File: config.mk
export PLATFORM = sky130hd
export DESIGN_NAME = id_stage
export DESIGN_NICKNAME = d
export VERILOG_FILES = /design/src/rtl/id_stage.sv
export SDC_FILE = /design/constraint.sdc
export NUM_CORES = 1
export LEC_CHECK = 0
export BUFFER_PORTS_ARGS = -buffer_cell sky130_fd_sc_hd__buf_2
export CAP_MARGIN = 20
export CELL_PAD_IN_SITES_DETAIL_PLACEMENT = 1
export CELL_PAD_IN_SITES_GLOBAL_PLACEMENT = 2
export CORE_AREA = 8 8 402 404
export CTS_CLUSTER_SIZE = 12
export DETAILED_ROUTE_END_ITERATION = 12
export DIE_AREA = 0 0 410 412
export PLACE_DENSITY_LB_ADDON = 0.1
export SETUP_SLACK_MARGIN = 0.02
export SLEW_MARGIN = 40
export SYNTH_ARGS = -nofsm -noshare
export SYNTH_HDL_FRONTEND = slang
export SYNTH_HIERARCHICAL = 1
export SYNTH_SLANG_ARGS = --single-unit
File: constraint.sdc
create_clock -name clk -period 1.79 [get_ports clk]
set_input_delay 0 -clock clk [delete_from_list [all_inputs] [get_ports clk]]
set_output_delay 0 -clock clk [all_outputs]
set_load 0.02 [all_outputs]
File: src/rtl/id_stage.sv
// RV32I instruction decode stage: 32x32 register file with write-through bypass,
// base-ISA decoder, load-use hazard detection and the ID->EX pipeline register.

module id_regfile #(
    parameter int NUM_RD = 2
) (
    input  logic                   clk,
    input  logic                   we_i,
    input  logic [4:0]             wadr_i,
    input  logic [31:0]            wdata_i,
    input  logic [NUM_RD-1:0][4:0] radr_i,
    output logic [NUM_RD-1:0][31:0] rdata_o
);
    // No reset on the array; x0 is never written and is forced to zero on read.
    logic [31:0] mem_q [32];

    always_ff @(posedge clk) begin
        if (we_i && (wadr_i != 5'd0)) begin
            mem_q[wadr_i] <= wdata_i;
        end
    end

    for (genvar p = 0; p < NUM_RD; p++) begin : g_rd
        always_comb begin
            rdata_o[p] = mem_q[radr_i[p]];
            if (radr_i[p] == 5'd0) begin
                rdata_o[p] = 32'd0;
            end else if (we_i && (wadr_i == radr_i[p])) begin
                rdata_o[p] = wdata_i;
            end
        end
    end
endmodule

module id_stage (
    input  logic        clk,
    input  logic        rst_n,
    input  logic [31:0] inst_id,
    input  logic [29:0] pc_id,
    input  logic        stall,
    input  logic        rst_pipe,
    input  logic        jmp_flush,
    input  logic        wbk_en,
    input  logic [4:0]  wbk_adr,
    input  logic [31:0] wbk_data,
    output logic [31:0] rs1_data_ex,
    output logic [31:0] rs2_data_ex,
    output logic [31:0] imm_ex,
    output logic [4:0]  rd_adr_ex,
    output logic        rd_en_ex,
    output logic [29:0] pc_ex,
    output logic [2:0]  funct3_ex,
    output logic        funct7b5_ex,
    output logic        cmd_alu_ex,
    output logic        cmd_alui_ex,
    output logic        cmd_ld_ex,
    output logic        cmd_st_ex,
    output logic        cmd_br_ex,
    output logic        cmd_jal_ex,
    output logic        cmd_jalr_ex,
    output logic        cmd_lui_ex,
    output logic        cmd_auipc_ex,
    output logic        cmd_ecall_ex,
    output logic        cmd_mret_ex,
    output logic        illegal_ex,
    output logic        stall_ld
);
    typedef struct packed {
        logic alu;
        logic alui;
        logic ld;
        logic st;
        logic br;
        logic jal;
        logic jalr;
        logic lui;
        logic auipc;
        logic ecall;
        logic mret;
        logic illegal;
    } cmd_t;

    typedef struct packed {
        logic [31:0] rs1_data;
        logic [31:0] rs2_data;
        logic [31:0] imm;
        logic [4:0]  rd_adr;
        logic        rd_en;
        logic [29:0] pc;
        logic [2:0]  funct3;
        logic        funct7b5;
        cmd_t        cmd;
    } ex_t;

    logic [6:0]  opcode;
    logic [2:0]  funct3;
    logic [4:0]  rd, rs1, rs2;
    logic [31:0] imm_i, imm_s, imm_b, imm_u, imm_j;
    logic [1:0][4:0]  rf_adr;
    logic [1:0][31:0] rf_data;

    cmd_t        dec_cmd;
    logic [31:0] dec_imm;
    logic        dec_rd_en, use_rs1, use_rs2, hazard;
    ex_t         dec, ex_d, ex_q;

    assign opcode = inst_id[6:0];
    assign rd     = inst_id[11:7];
    assign funct3 = inst_id[14:12];
    assign rs1    = inst_id[19:15];
    assign rs2    = inst_id[24:20];

    assign imm_i = {{20{inst_id[31]}}, inst_id[31:20]};
    assign imm_s = {{20{inst_id[31]}}, inst_id[31:25], inst_id[11:7]};
    assign imm_b = {{19{inst_id[31]}}, inst_id[31], inst_id[7], inst_id[30:25], inst_id[11:8], 1'b0};
    assign imm_u = {inst_id[31:12], 12'b0};
    assign imm_j = {{11{inst_id[31]}}, inst_id[31], inst_id[19:12], inst_id[20], inst_id[30:21], 1'b0};

    assign rf_adr = {rs2, rs1};

    id_regfile #(.NUM_RD(2)) u_rf (
        .clk     (clk),
        .we_i    (wbk_en),
        .wadr_i  (wbk_adr),
        .wdata_i (wbk_data),
        .radr_i  (rf_adr),
        .rdata_o (rf_data)
    );

    always_comb begin
        dec_cmd = '0;
        dec_imm = 32'd0;
        case (opcode)
            7'b0110011: dec_cmd.alu = 1'b1;
            7'b0010011: begin dec_cmd.alui  = 1'b1; dec_imm = imm_i; end
            7'b0000011: begin dec_cmd.ld    = 1'b1; dec_imm = imm_i; end
            7'b0100011: begin dec_cmd.st    = 1'b1; dec_imm = imm_s; end
            7'b1100011: begin dec_cmd.br    = 1'b1; dec_imm = imm_b; end
            7'b1101111: begin dec_cmd.jal   = 1'b1; dec_imm = imm_j; end
            7'b1100111: begin dec_cmd.jalr  = 1'b1; dec_imm = imm_i; end
            7'b0110111: begin dec_cmd.lui   = 1'b1; dec_imm = imm_u; end
            7'b0010111: begin dec_cmd.auipc = 1'b1; dec_imm = imm_u; end
            7'b1110011: begin
                // Only ECALL and MRET are recognised in the SYSTEM space.
                if (funct3 == 3'b000 && inst_id[31:20] == 12'h000) begin
                    dec_cmd.ecall = 1'b1;
                end else if (funct3 == 3'b000 && inst_id[31:20] == 12'h302) begin
                    dec_cmd.mret = 1'b1;
                end else begin
                    dec_cmd.illegal = 1'b1;
                end
            end
            default: dec_cmd.illegal = 1'b1;
        endcase
    end

    assign dec_rd_en = (dec_cmd.alu | dec_cmd.alui | dec_cmd.ld | dec_cmd.jal |
                        dec_cmd.jalr | dec_cmd.lui | dec_cmd.auipc) & (rd != 5'd0);
    assign use_rs1   = dec_cmd.alu | dec_cmd.alui | dec_cmd.ld | dec_cmd.st |
                       dec_cmd.br | dec_cmd.jalr;
    assign use_rs2   = dec_cmd.alu | dec_cmd.st | dec_cmd.br;

    always_comb begin
        dec          = '0;
        dec.rs1_data = rf_data[0];
        dec.rs2_data = rf_data[1];
        dec.imm      = dec_imm;
        dec.rd_adr   = rd;
        dec.rd_en    = dec_rd_en;
        dec.pc       = pc_id;
        dec.funct3   = funct3;
        dec.funct7b5 = inst_id[30];
        dec.cmd      = dec_cmd;
    end

    // The bubble inserted on a hazard clears cmd.ld, so a hazard never lasts more than one cycle.
    assign hazard = ex_q.cmd.ld & ex_q.rd_en & (ex_q.rd_adr != 5'd0) &
                    ((use_rs1 & (rs1 == ex_q.rd_adr)) | (use_rs2 & (rs2 == ex_q.rd_adr)));
    assign stall_ld = hazard & ~stall;

    always_comb begin
        ex_d = dec;
        if (rst_pipe) begin
            ex_d = '0;
        end else if (stall) begin
            ex_d = ex_q;
        end else if (jmp_flush || stall_ld) begin
            ex_d = '0;
        end
    end

    always_ff @(posedge clk or negedge rst_n) begin
        if (!rst_n) begin
            ex_q <= '0;
        end else begin
            ex_q <= ex_d;
        end
    end

    assign rs1_data_ex  = ex_q.rs1_data;
    assign rs2_data_ex  = ex_q.rs2_data;
    assign imm_ex       = ex_q.imm;
    assign rd_adr_ex    = ex_q.rd_adr;
    assign rd_en_ex     = ex_q.rd_en;
    assign pc_ex        = ex_q.pc;
    assign funct3_ex    = ex_q.funct3;
    assign funct7b5_ex  = ex_q.funct7b5;
    assign cmd_alu_ex   = ex_q.cmd.alu;
    assign cmd_alui_ex  = ex_q.cmd.alui;
    assign cmd_ld_ex    = ex_q.cmd.ld;
    assign cmd_st_ex    = ex_q.cmd.st;
    assign cmd_br_ex    = ex_q.cmd.br;
    assign cmd_jal_ex   = ex_q.cmd.jal;
    assign cmd_jalr_ex  = ex_q.cmd.jalr;
    assign cmd_lui_ex   = ex_q.cmd.lui;
    assign cmd_auipc_ex = ex_q.cmd.auipc;
    assign cmd_ecall_ex = ex_q.cmd.ecall;
    assign cmd_mret_ex  = ex_q.cmd.mret;
    assign illegal_ex   = ex_q.cmd.illegal;
endmodule

# ---- Yosys cells after proc, flatten, opt, wreduce, memory -nomap -nowiden
# Memory sizes are Yosys's and may differ from the RTL's.
# Index checks and enable logic that the tools add are counted.
dict set report word_totals {
  memories 1
  register_bits 148
  mem_bits_rw 1024
  output_inout_bits 149
  inputBits 105
  wordCells 98
}
# memory words word_bits read_ports rd_clocked_by_memory_dff write_ports line
set memory_table {}
lappend memory_table {u_rf.mem_q 32 32 2 0 1 15} ;# logic [31:0] mem_q [32];
dict set report op_classes {
  n_eq_ne 16
  muxes 25
  n_reduce_logical 16
  bitwise_logic 20
}
# op n
set ops {}
lappend ops {{148-bit 2-to-1 mux} 3}
lappend ops {{32-bit case mux with 5 select lines} 1}
lappend ops {{32-bit 2-to-1 mux} 4}
lappend ops {{7-bit equality test, second input constant} 4}
lappend ops {{7-bit by 6-bit equality test with 1-bit output, second input constant} 3}
lappend ops {{5-bit equality test} 4}
lappend ops {{5-bit nonzero test} 3}
lappend ops {{7-bit by 5-bit equality test with 1-bit output, second input constant} 2}
lappend ops {{1-bit 2-to-1 mux} 14}
lappend ops {{12-bit by 10-bit equality test with 1-bit output, second input constant} 1}
lappend ops {{12-bit logical NOT} 1}
lappend ops {{1-bit bitwise OR} 12}
lappend ops {{5-bit logical NOT} 2}
lappend ops {{9-bit OR reduction} 1}
lappend ops {{1-bit bitwise AND} 7}
lappend ops {{7-bit by 2-bit equality test with 1-bit output, second input constant} 1}
lappend ops {{1-bit logical AND} 5}
lappend ops {{2-bit 2-to-1 mux} 2}
lappend ops {{3-bit logical NOT} 1}
lappend ops {{3-bit OR reduction} 1}
lappend ops {{2-bit by 1-bit != test with 1-bit output, second input constant} 1}
lappend ops {{1-bit case mux with 2 select lines} 1}
lappend ops {{2-bit OR reduction} 1}
lappend ops {{1-bit logical OR} 1}
lappend ops {{1-bit NOT} 1}

# ---- Logic depth before layout (Yosys ltp)
# Gate-level depths: netlist (run 1).
dict set report depth {
  depth_word 15
  ltp_mapped 11
  depth_no_buf 6
}

# ---- Modules after synthesis
# Netlist (run 1), hierarchy kept.
# mod area_per_inst_um2 seq_area_each_um2 cells_each instances
set by_module_without_submodules {}
lappend by_module_without_submodules {id_regfile 47869.7 30749.5 2520 1}
lappend by_module_without_submodules {id_stage 6160.9 3703.6 502 1}

# ---- Least setup slack after synthesis (run 1)
# OpenSTA, ideal clock, no wires.
dict set report synth_timing {
  path_kind {input to register}
  from {input wbk_adr[0]}
  to {memory u_rf.mem_q[20][0], enable pin}
  path_buffers 2
  path_stages 4
  setup_ps 421
  slack_ps -787
  required_time_ps 1369
  arrival_ps 2156
  path_cell_list {clkbuf_1 or3b_2 clkbuf_1 nor2_1}
}
dict set report synth_between {
  elab_chain_cells 4
}
# element line
set synth_lines {}
lappend synth_lines {{start: declaration} 44} ;# input logic [4:0] wbk_adr,
lappend synth_lines {{5-bit nonzero test} 18} ;# if (we_i && (wadr_i != 5'd0)) begin
lappend synth_lines {{1-bit logical AND} 18}
lappend synth_lines {{1-bit 2-to-1 mux} 18}
lappend synth_lines {{1-bit 2-to-1 mux (implied by the code)} 19} ;# mem_q[wadr_i] <= wdata_i;
lappend synth_lines {{end: declaration} 15}
# Parallel ways exist; a longest one is shown, timed or not.

# ---- Worst setup path in the final report (run 1)
dict set report layout_timing {
  from {register ex_q (netlist bit rd_adr_ex[3])}
  to {register ex_q (netlist bit rs2_data_ex[14])}
}
dict set report layout_between {
  elab_chain_cells 9
  word_cells_on_any_way 13
  classes_between {2 x eq/ne; 3 x mux; 6 x bitwise; 2 x reduce/logical}
}
# element line
set layout_lines {}
lappend layout_lines {{start: declaration} 105} ;# ex_t dec, ex_d, ex_q;
lappend layout_lines {{start signal: assignment} 194} ;# ex_q <= '0;
lappend layout_lines {{start signal: assignment} 196} ;# ex_q <= ex_d;
lappend layout_lines {{5-bit equality test} 178} ;# ((use_rs1 & (rs1 == ex_q.rd_adr)) | (use_rs2 & (rs2 == ex_q.rd_adr)));
lappend layout_lines {{1-bit bitwise AND} 178}
lappend layout_lines {{1-bit bitwise OR} 178}
lappend layout_lines {{1-bit bitwise AND (*)} 177} ;# assign hazard = ex_q.cmd.ld & ex_q.rd_en & (ex_q.rd_adr != 5'd0) &
lappend layout_lines {{1-bit bitwise AND (*)} 179} ;# assign stall_ld = hazard & ~stall;
lappend layout_lines {{1-bit logical OR (*)} 187} ;# end else if (jmp_flush || stall_ld) begin
lappend layout_lines {{148-bit 2-to-1 mux (*)} 187}
lappend layout_lines {{148-bit 2-to-1 mux (*)} 185} ;# end else if (stall) begin
lappend layout_lines {{148-bit 2-to-1 mux (*)} 183} ;# if (rst_pipe) begin
# Every way passes the cells marked *; elsewhere a longest branch is shown, timed or not. The select of a mux whose other input is x is not followed.
# A chain may end at the register's enable or synchronous reset.

==> results of run 1 <==
==> Yosys cell counts, types with 6 or more instances <==
cell type / n
and2_1: 7
or3_1: 6
nor2b_1: 19
dfrtp_1: 148
o2111ai_1: 7
o21ai_0: 56
nor3_1: 12
mux2i_1: 211
nand3_1: 18
o221ai_1: 30
nand4_1: 12
a2111oi_0: 25
mux4_2: 417
buf_4: 39
a211oi_1: 19
a221oi_1: 28
buf_1: 14
o22ai_1: 42
a21o_1: 14
clkbuf_1: 111
xor2_1: 7
o22a_1: 7
a22o_1: 51
mux2_2: 30
a21oi_1: 61
buf_6: 27
xnor2_1: 13
o31ai_1: 37
or3b_2: 6
a32o_1: 106
a31oi_1: 7
buf_2: 71
nor2_1: 83
nand2_1: 105
a22oi_1: 85
nand3b_1: 11
edfxtp_1: 1024
==> sequential cells by signal, summed over array words and instances, names as in the netlist, 3 cells and up <==
name         flops
funct3_ex        3
rs2_data_ex     32
imm_ex          32
rs1_data_ex     32
u_rf/mem_q    1024
pc_ex           30
rd_adr_ex        5
==> through the flow <==
step	cell area, um^2	worst slack, ps	power, uW	setup TNS (ps)	instances
floorplan	54300	-206	34200	-127310	3053
global placement	63800	-782	37600	-63230	5714
detailed placement	63800	-783	37700	-67340	5714
CTS	70500	-663	67300	-50800	6128
global route	71200	-670	68600	-73850	6149
finish	71200	-596	66800	-65790	6155
==> power by group through the flow <==
stage,registers (uW),clock network [uW],logic (uW)
3_5_place_dp,31000,0,6660
2_1_floorplan,31100,0,3110
6_report,30500,29300,7010
4_1_cts,30500,29800,7000
3_3_place_gp,31000,0,6580
5_1_grt,30500,30800,7340
==> layer usage <==
| metal | up-vias | track usage, % | share of wire, % | wire length (um) |
|---|---|---|---|---|
| li1 | 14852 | - | - | - |
| met1 | 20205 | 35.7 | 42 | 95400 |
| met2 | 1632 | 42.4 | 48 | 109000 |
| met3 | 367 | 4.81 | 7.1 | 16300 |
| met4 | 0 | 8.44 | 3.3 | 7630 |
| met5 | - | 0 | 0 | 0 |
==> worst max-delay path, delay by kind of cell, from the launching register on <==
| family | cells | cell delay [ps] |
|---|---|---|
| compound gates | 2 | 510 |
| flops | 1 | 410 |
| simple gates | 2 | 510 |
| xor+xnor | 1 | 150 |
| buf+inv | 4 | 670 |
==> repair_timing <==
action                                  in CTS  in global routing
endpoints found under the setup margin     144                149
cloned                                       5                 14
resized for setup                           83                 67
buffers inserted                             7                  6
pin swaps                                   19                100
hold buffers                               145                  2
hold endpoints to repair                  1304                  3
==> final timing paths <==
path,slack [ps],cells past startpoint,endpoint
min reg2reg,490,2,cmd_br_ex$_DFFE_PN0P_
max,-600,9,rs2_data_ex[14]$_DFFE_PN0P_
min in group asynchronous,340,4,rs2_data_ex[7]$_DFFE_PN0P_
max reg2reg,-600,9,rs2_data_ex[14]$_DFFE_PN0P_
min,40,6,cmd_alu_ex$_DFFE_PN0P_
max in group asynchronous,1000,4,rs2_data_ex[30]$_DFFE_PN0P_
==> final cells by class <==
type                       count  area (um^2)  area share [%]
clock buffer                 191         3870            5.44
tap                         2058         2570            3.62
inverter                       4         20.0          0.0281
antenna                        9         22.5          0.0316
sequential                  1172        34500            48.4
clock inverter                66          810            1.14
multi-input combinational   1614        19100            26.8
timing repair buffer        1041        10300            14.5
==> cells by family (layout without fill, tap and decap cells) <==
| logic type | count (synthesis) | in the layout | share of synthesized area (%) |
|---|---|---|---|
| compound gates | 603 | 603 | 8.65 |
| xor+xnor | 20 | 20 | 0.324 |
| buf+inv | 267 | 1302 | 2.69 |
| flops | 1172 | 1172 | 63.8 |
| mux | 658 | 658 | 21.9 |
| other cells | 1 | 41 | 0.00694 |
| simple gates | 301 | 301 | 2.65 |
==> flow_summary_export.csv, run 1 <==
group,metric,value,unit
clocking,insertion_delay,800,ps
setup_path,cp-end-kind,"register",
placement,post-dp-hpwl,150,mm
final_layout,area_growth,31.7,%
setup_path,worst_path_max_delay_cell,"dfrtp_1",
timing,finalSetupViolCount,144,
timing,finalHoldViolCount,0,
clocking,clkSinkCount,1172,
die,die_h,412,um
timing,worst_pin_slew,927,ps
setup_path,reg2reg_from,"rd_adr_ex[3]$_DFFE_PN0P_",
synthesis,synth_edf_count,1024,
clocking,cts_root_buf,"clkbuf_16",
power_and_ir_drop,comb_power_share,10.5,%
routing,wl_per_cell,37.0,um
final_layout,fin_nets,4077,
final_layout,final_layout_size_suffix_gt1_share,40.7,%
routing,drc,0,
power_and_ir_drop,p_int,50700,uW
setup_path,startpoint,"rd_adr_ex[3]$_DFFE_PN0P_",
setup_path,crit_type,"reg -> reg",
routing,first_pass_iters,5,
routing,drt_iter0_markers,4102,
clocking,numCtsBuffers,139,
timing,setup_slack,-596,ps
synthesis,yosys-top-cells-area,"edfxtp_1 (57%), mux4_2 (17%), dfrtp_1 (6.9%), mux2i_1 (3.9%), a32o_1 (2.0%)",
timing,whs,38.1,ps
grt,antenna_found_initial,10,
timing,slew_violations,0,
setup_path,startpoint_type,"register",
status,outcome,"complete, but fails checks",
setup_path,crit_path_cell_trace,"xor2_1 > nor4_1 > nand4b_1 > a21o_4 > buf_4 > buf_8 > buf_16 > clkbuf_16 > a32o_1",
routing,viasPerCell,6.02,
power_and_ir_drop,pwr-share-clk,43.9,%
final_layout,fillers,14704,
synthesis,synth_area,0.0540,mm^2
clocking,cts.path.max_buffers,3,
synthesis,ys_warn_count,6,
final_layout,finalCoreUtilization,45.9,%
timing,slew_headroom,38.2,%
die,io_pins,254,
power_and_ir_drop,p_sw_share,24.1,%
timing,worst_clock_skew,32.2,ps
final_layout,final_cell_mix,"edfxtp_1 (1,024), buf_4 (437), mux4_2 (417)",
synthesis,synth_ff_type,"edfxtp_1",
power_and_ir_drop,power_density,938,mW/mm^2
routing,vias,37056,
grt,grt_pass1_wl,315,mm
synthesis,yosysTopAreaCell,"edfxtp_1",
clocking,cts_htree_levels,4,
status,violations,"negative setup slack",
hold_path,hold_path.class,"in -> reg",
timing,finalCriticalPeriod,2390,ps
setup_path,arrival,3050,ps
synthesis,synth_top_area_share,56.9,%
routing,ant_nets,0,
power_and_ir_drop,pwr-share-seq,45.6,%
setup_path,crit_fanout,9,
synthesis,synthCells,3022,
timing,fmax,419,MHz
setup_path,cp_slowest_stage_delay,410,ps
grt,track_usage,26.1,%
grt,grt_pass1_vias,39408,
synthesis,avgSynthCellArea,17.9,um^2
synthesis,synth-seq-area-share,63.8,%
die,start_util,34.8,%
clocking,clk_pin_slew,60,ps
setup_path,worstPathRequired,2450,ps
grt,grt_max_degree,61,
synthesis,synth_cell_types,70,
die,die_area,0.169,mm^2
grt,gr-total-overflow,0,
placement,gp_congestion,0.846,
placement,numPortBuffers,253,
run,maxCapViolations,0,
power_and_ir_drop,power.leakage,0.0255,uW
synthesis,synth.ff_latch_count,1172,
power_and_ir_drop,p_sw,16100,uW
clocking,tritoncts,"done",
timing,layout_worst_path_cycle_share,133,%
die,rows,145,
final_layout,final_common_cell,"edfxtp_1",
die,core-area,0.155,mm^2
power_and_ir_drop,max-vdd-ir-drop,0.974,mV
timing,rsz0062_at_grt,"yes",
die,die_w,410,um
synthesis,async_reset_ff_share,12.6,%
routing,drt_wl_total,228,mm
hold_path,hold_start,"inst_id[3]",
(Power assumes the default switching activity.)
==> run 2, diff against run 1 <==
- ABC_AREA: default -> 1
- CORE_AREA: 8 8 402 404 -> 8 8 425 427
- DIE_AREA: 0 0 410 412 -> 0 0 433 435
==> flow_summary_export.csv, run 2 <==
group,metric,value,unit
power_and_ir_drop,power.leakage,0.0323,uW
hold_path,hold_path.class,"in -> reg",
synthesis,synth-seq-area-share,56.9,%
setup_path,path_common_cell,"buf_6",
final_layout,final_cells,10139,
placement,post-dp-hpwl,192,mm
routing,ant_nets,0,
routing,vias,55457,
synthesis,synth_ff_type,"edfxtp_1",
synthesis,yosysTopAreaCell,"edfxtp_1",
final_layout,final_cell_mix,"nand2_1 (1,979), edfxtp_1 (1,024), nand3_1 (973)",
die,die_h,435,um
timing,slew_violations,0,
routing,drt_wl_total,291,mm
die,die_area,0.188,mm^2
status,violations,"negative setup slack",
final_layout,fin_nets,7808,
die,rows,153,
setup_path,critical_path_cell_count,9,
synthesis,avgSynthCellArea,8.76,um^2
timing,setup_slack,-387,ps
synthesis,ys_warn_count,6,
final_layout,final_common_cell,"nand2_1",
timing,finalSetupViolCount,140,
placement,gp_congestion,0.848,
clocking,cts_htree_levels,4,
grt,gr-total-overflow,0,
final_layout,area_growth,28.4,%
final_layout,multi_input_area,0.0219,mm^2
setup_path,startpoint_type,"register",
setup_path,critical-path-top-delay-family,"flip-flops",
clocking,cts_root_buf,"clkbuf_16",
grt,grt_max_degree,119,
clocking,clk_pin_slew,60,ps
synthesis,synth_top_area_share,50.8,%
synthesis,async_reset_ff_share,12.6,%
routing,viasPerCell,5.47,
routing,first_pass_iters,5,
grt,grt_pass1_vias,56963,
final_layout,seqCellArea,0.0345,mm^2
power_and_ir_drop,max-vdd-ir-drop,1.09,mV
timing,layout_worst_path_cycle_share,122,%
clocking,cts.path.max_buffers,3,
synthesis,synth.most_common_cell,"nand2_1",
setup_path,crit_type,"reg -> out",
timing,worst_pin_slew,679,ps
timing,slew_headroom,54.8,%
clocking,insertion_delay,800,ps
setup_path,arrival,2180,ps
final_layout,largest_reg_flops,1024,
synthesis,synthTopCellsByCount,"nand2_1 (1,982), edfxtp_1 (1,024), nand3_1 (975)",
synthesis,synth_area,0.0605,mm^2
placement,numPortBuffers,253,
die,die_w,433,um
timing,fmax,459,MHz
routing,drc,0,
setup_path,crit_path_cell_trace,"buf_6 > xor2_1 > nor2_1 > nand3_1 > nand2_2 > nand3_4 > buf_8 > inv_2 > buf_6",
placement,dp.cells,9683,
die,core-area,0.173,mm^2
setup_path,worst_path_max_delay_cell,"dfrtp_2",
die,start_util,34.9,%
setup_path,crit_fanout,3,
placement,dp_slack,-588,ps
final_layout,fillers,19707,
setup_path,cp-end-kind,"output pin",
die,io_pins,254,
synthesis,synthCells,6909,
clocking,numCtsBuffers,144,
status,outcome,"complete, but fails checks",
power_and_ir_drop,power_density,885,mW/mm^2
timing,finalHoldViolCount,0,
timing,rsz0062_at_grt,"yes",
run,maxCapViolations,0,
hold_path,holdPathStages,9,
timing,worst_clock_skew,25.6,ps
synthesis,synth.ff_latch_count,1172,
clocking,tritoncts,"done",
setup_path,path_buf_inv,4,
synthesis,synth_cell_types,40,
setup_path,worstPathRequired,1790,ps
final_layout,final_layout_size_suffix_gt1_share,18.1,%
setup_path,cp_slowest_stage_delay,430,ps
clocking,clkSinkCount,1172,
setup_path,worstRegToRegCells,13,
routing,wl_per_cell,28.7,um
grt,track_usage,30.0,%
power_and_ir_drop,total_power,68700,uW
grt,antenna_found_initial,9,
grt,grt_pass1_wl,415,mm
final_layout,top_register,"u_rf/mem_q",
timing,finalCriticalPeriod,2180,ps
synthesis,yosys-top-cells-area,"edfxtp_1 (51%), nand2_1 (12%), nand3_1 (8.1%), dfrtp_1 (6.1%), inv_1 (3.8%)",
synthesis,synth_edf_count,1024,
routing,drt_iter0_markers,4739,
## run 2: cells by family after synthesis
family / synth area share [%]
AND/OR/NAND/NOR: 24.2
flip-flops: 56.9
buffers and inverters: 7.84
AO/OA/AOI/OAI: 10.9
XOR/XNOR: 0.101
other: 0.00620
## run 2: worst paths after layout
kind | startpoint | end | slack (ps)
min in group asynchronous | rst_n | imm_ex[15]$_DFFE_PN0P_ | 380
max in group asynchronous | rst_n | rs2_data_ex[17]$_DFFE_PN0P_ | 1070
min reg2reg | rs1_data_ex[18]$_DFFE_PN0P_ | rs1_data_ex[18]$_DFFE_PN0P_ | 480
max | rd_adr_ex[1]$_DFFE_PN0P_ | stall_ld | -390
min | inst_id[3] | imm_ex[14]$_DFFE_PN0P_ | 70
max reg2reg | rd_adr_ex[1]$_DFFE_PN0P_ | rs2_data_ex[19]$_DFFE_PN0P_ | -320
## run 2: through the flow
| stage | cell area [um^2] | util (%) | TNS [ps] | hold WS, ps |
|---|---|---|---|---|
| 2_1_floorplan | 60600 | - | -399950 | -296 |
| 3_3_place_gp | 70600 | 40.8 | -25700 | -10.1 |
| 3_5_place_dp | 70600 | 40.8 | -29640 | -12.1 |
| 4_1_cts | 77800 | 44.9 | -48670 | 4.37 |
| 5_1_grt | 77700 | 44.8 | -42960 | 62.1 |
| 6_report | 77700 | 44.8 | -29870 | 71.8 |
## run 2: layout make-up
type	count	area share, %
diodes	3	0.00966
clock buffers	201	5.31
clock inverters	53	0.533
inverters	630	3.08
multi-input cells	4648	28.2
flip-flops and latches	1172	44.4
well taps	2325	3.74
repair buffers	1107	14.7
## run 2: timing repair
action,CTS,global route
endpoints found under the setup margin,122,149
hold buffers,165,2
pin swaps,4,8
gates cloned,14,1
hold endpoints to repair,1321,98
gates resized for setup,108,42
buffers inserted,27,8
## run 2: worst min-delay path: stages
cell and delay, ps:
buf_2 110, buf_4 140, nand3_1 110, o21ai_1 80
buf_4 160, nand2_1 60, nand2_1 50, nand2_1 60
o21ai_2 50
## run 2: where the power goes
group	internal, uW	switching, uW	leakage, uW
logic	3300	6130	0.0188
clock network	16900	12000	0.00223
registers	30200	230	0.0113
total	50400	18400	0.0323
## run 2: routing by layer
metal  vias to the layer above  global-route usage (%)  wire [um]
met5                         -                       0         34
met4                         6                    11.5      12600
met3                       487                    4.03      15400
met2                      1717                    50.3     139000
met1                     28352                    39.5     124000
li1                      24895                       -          -
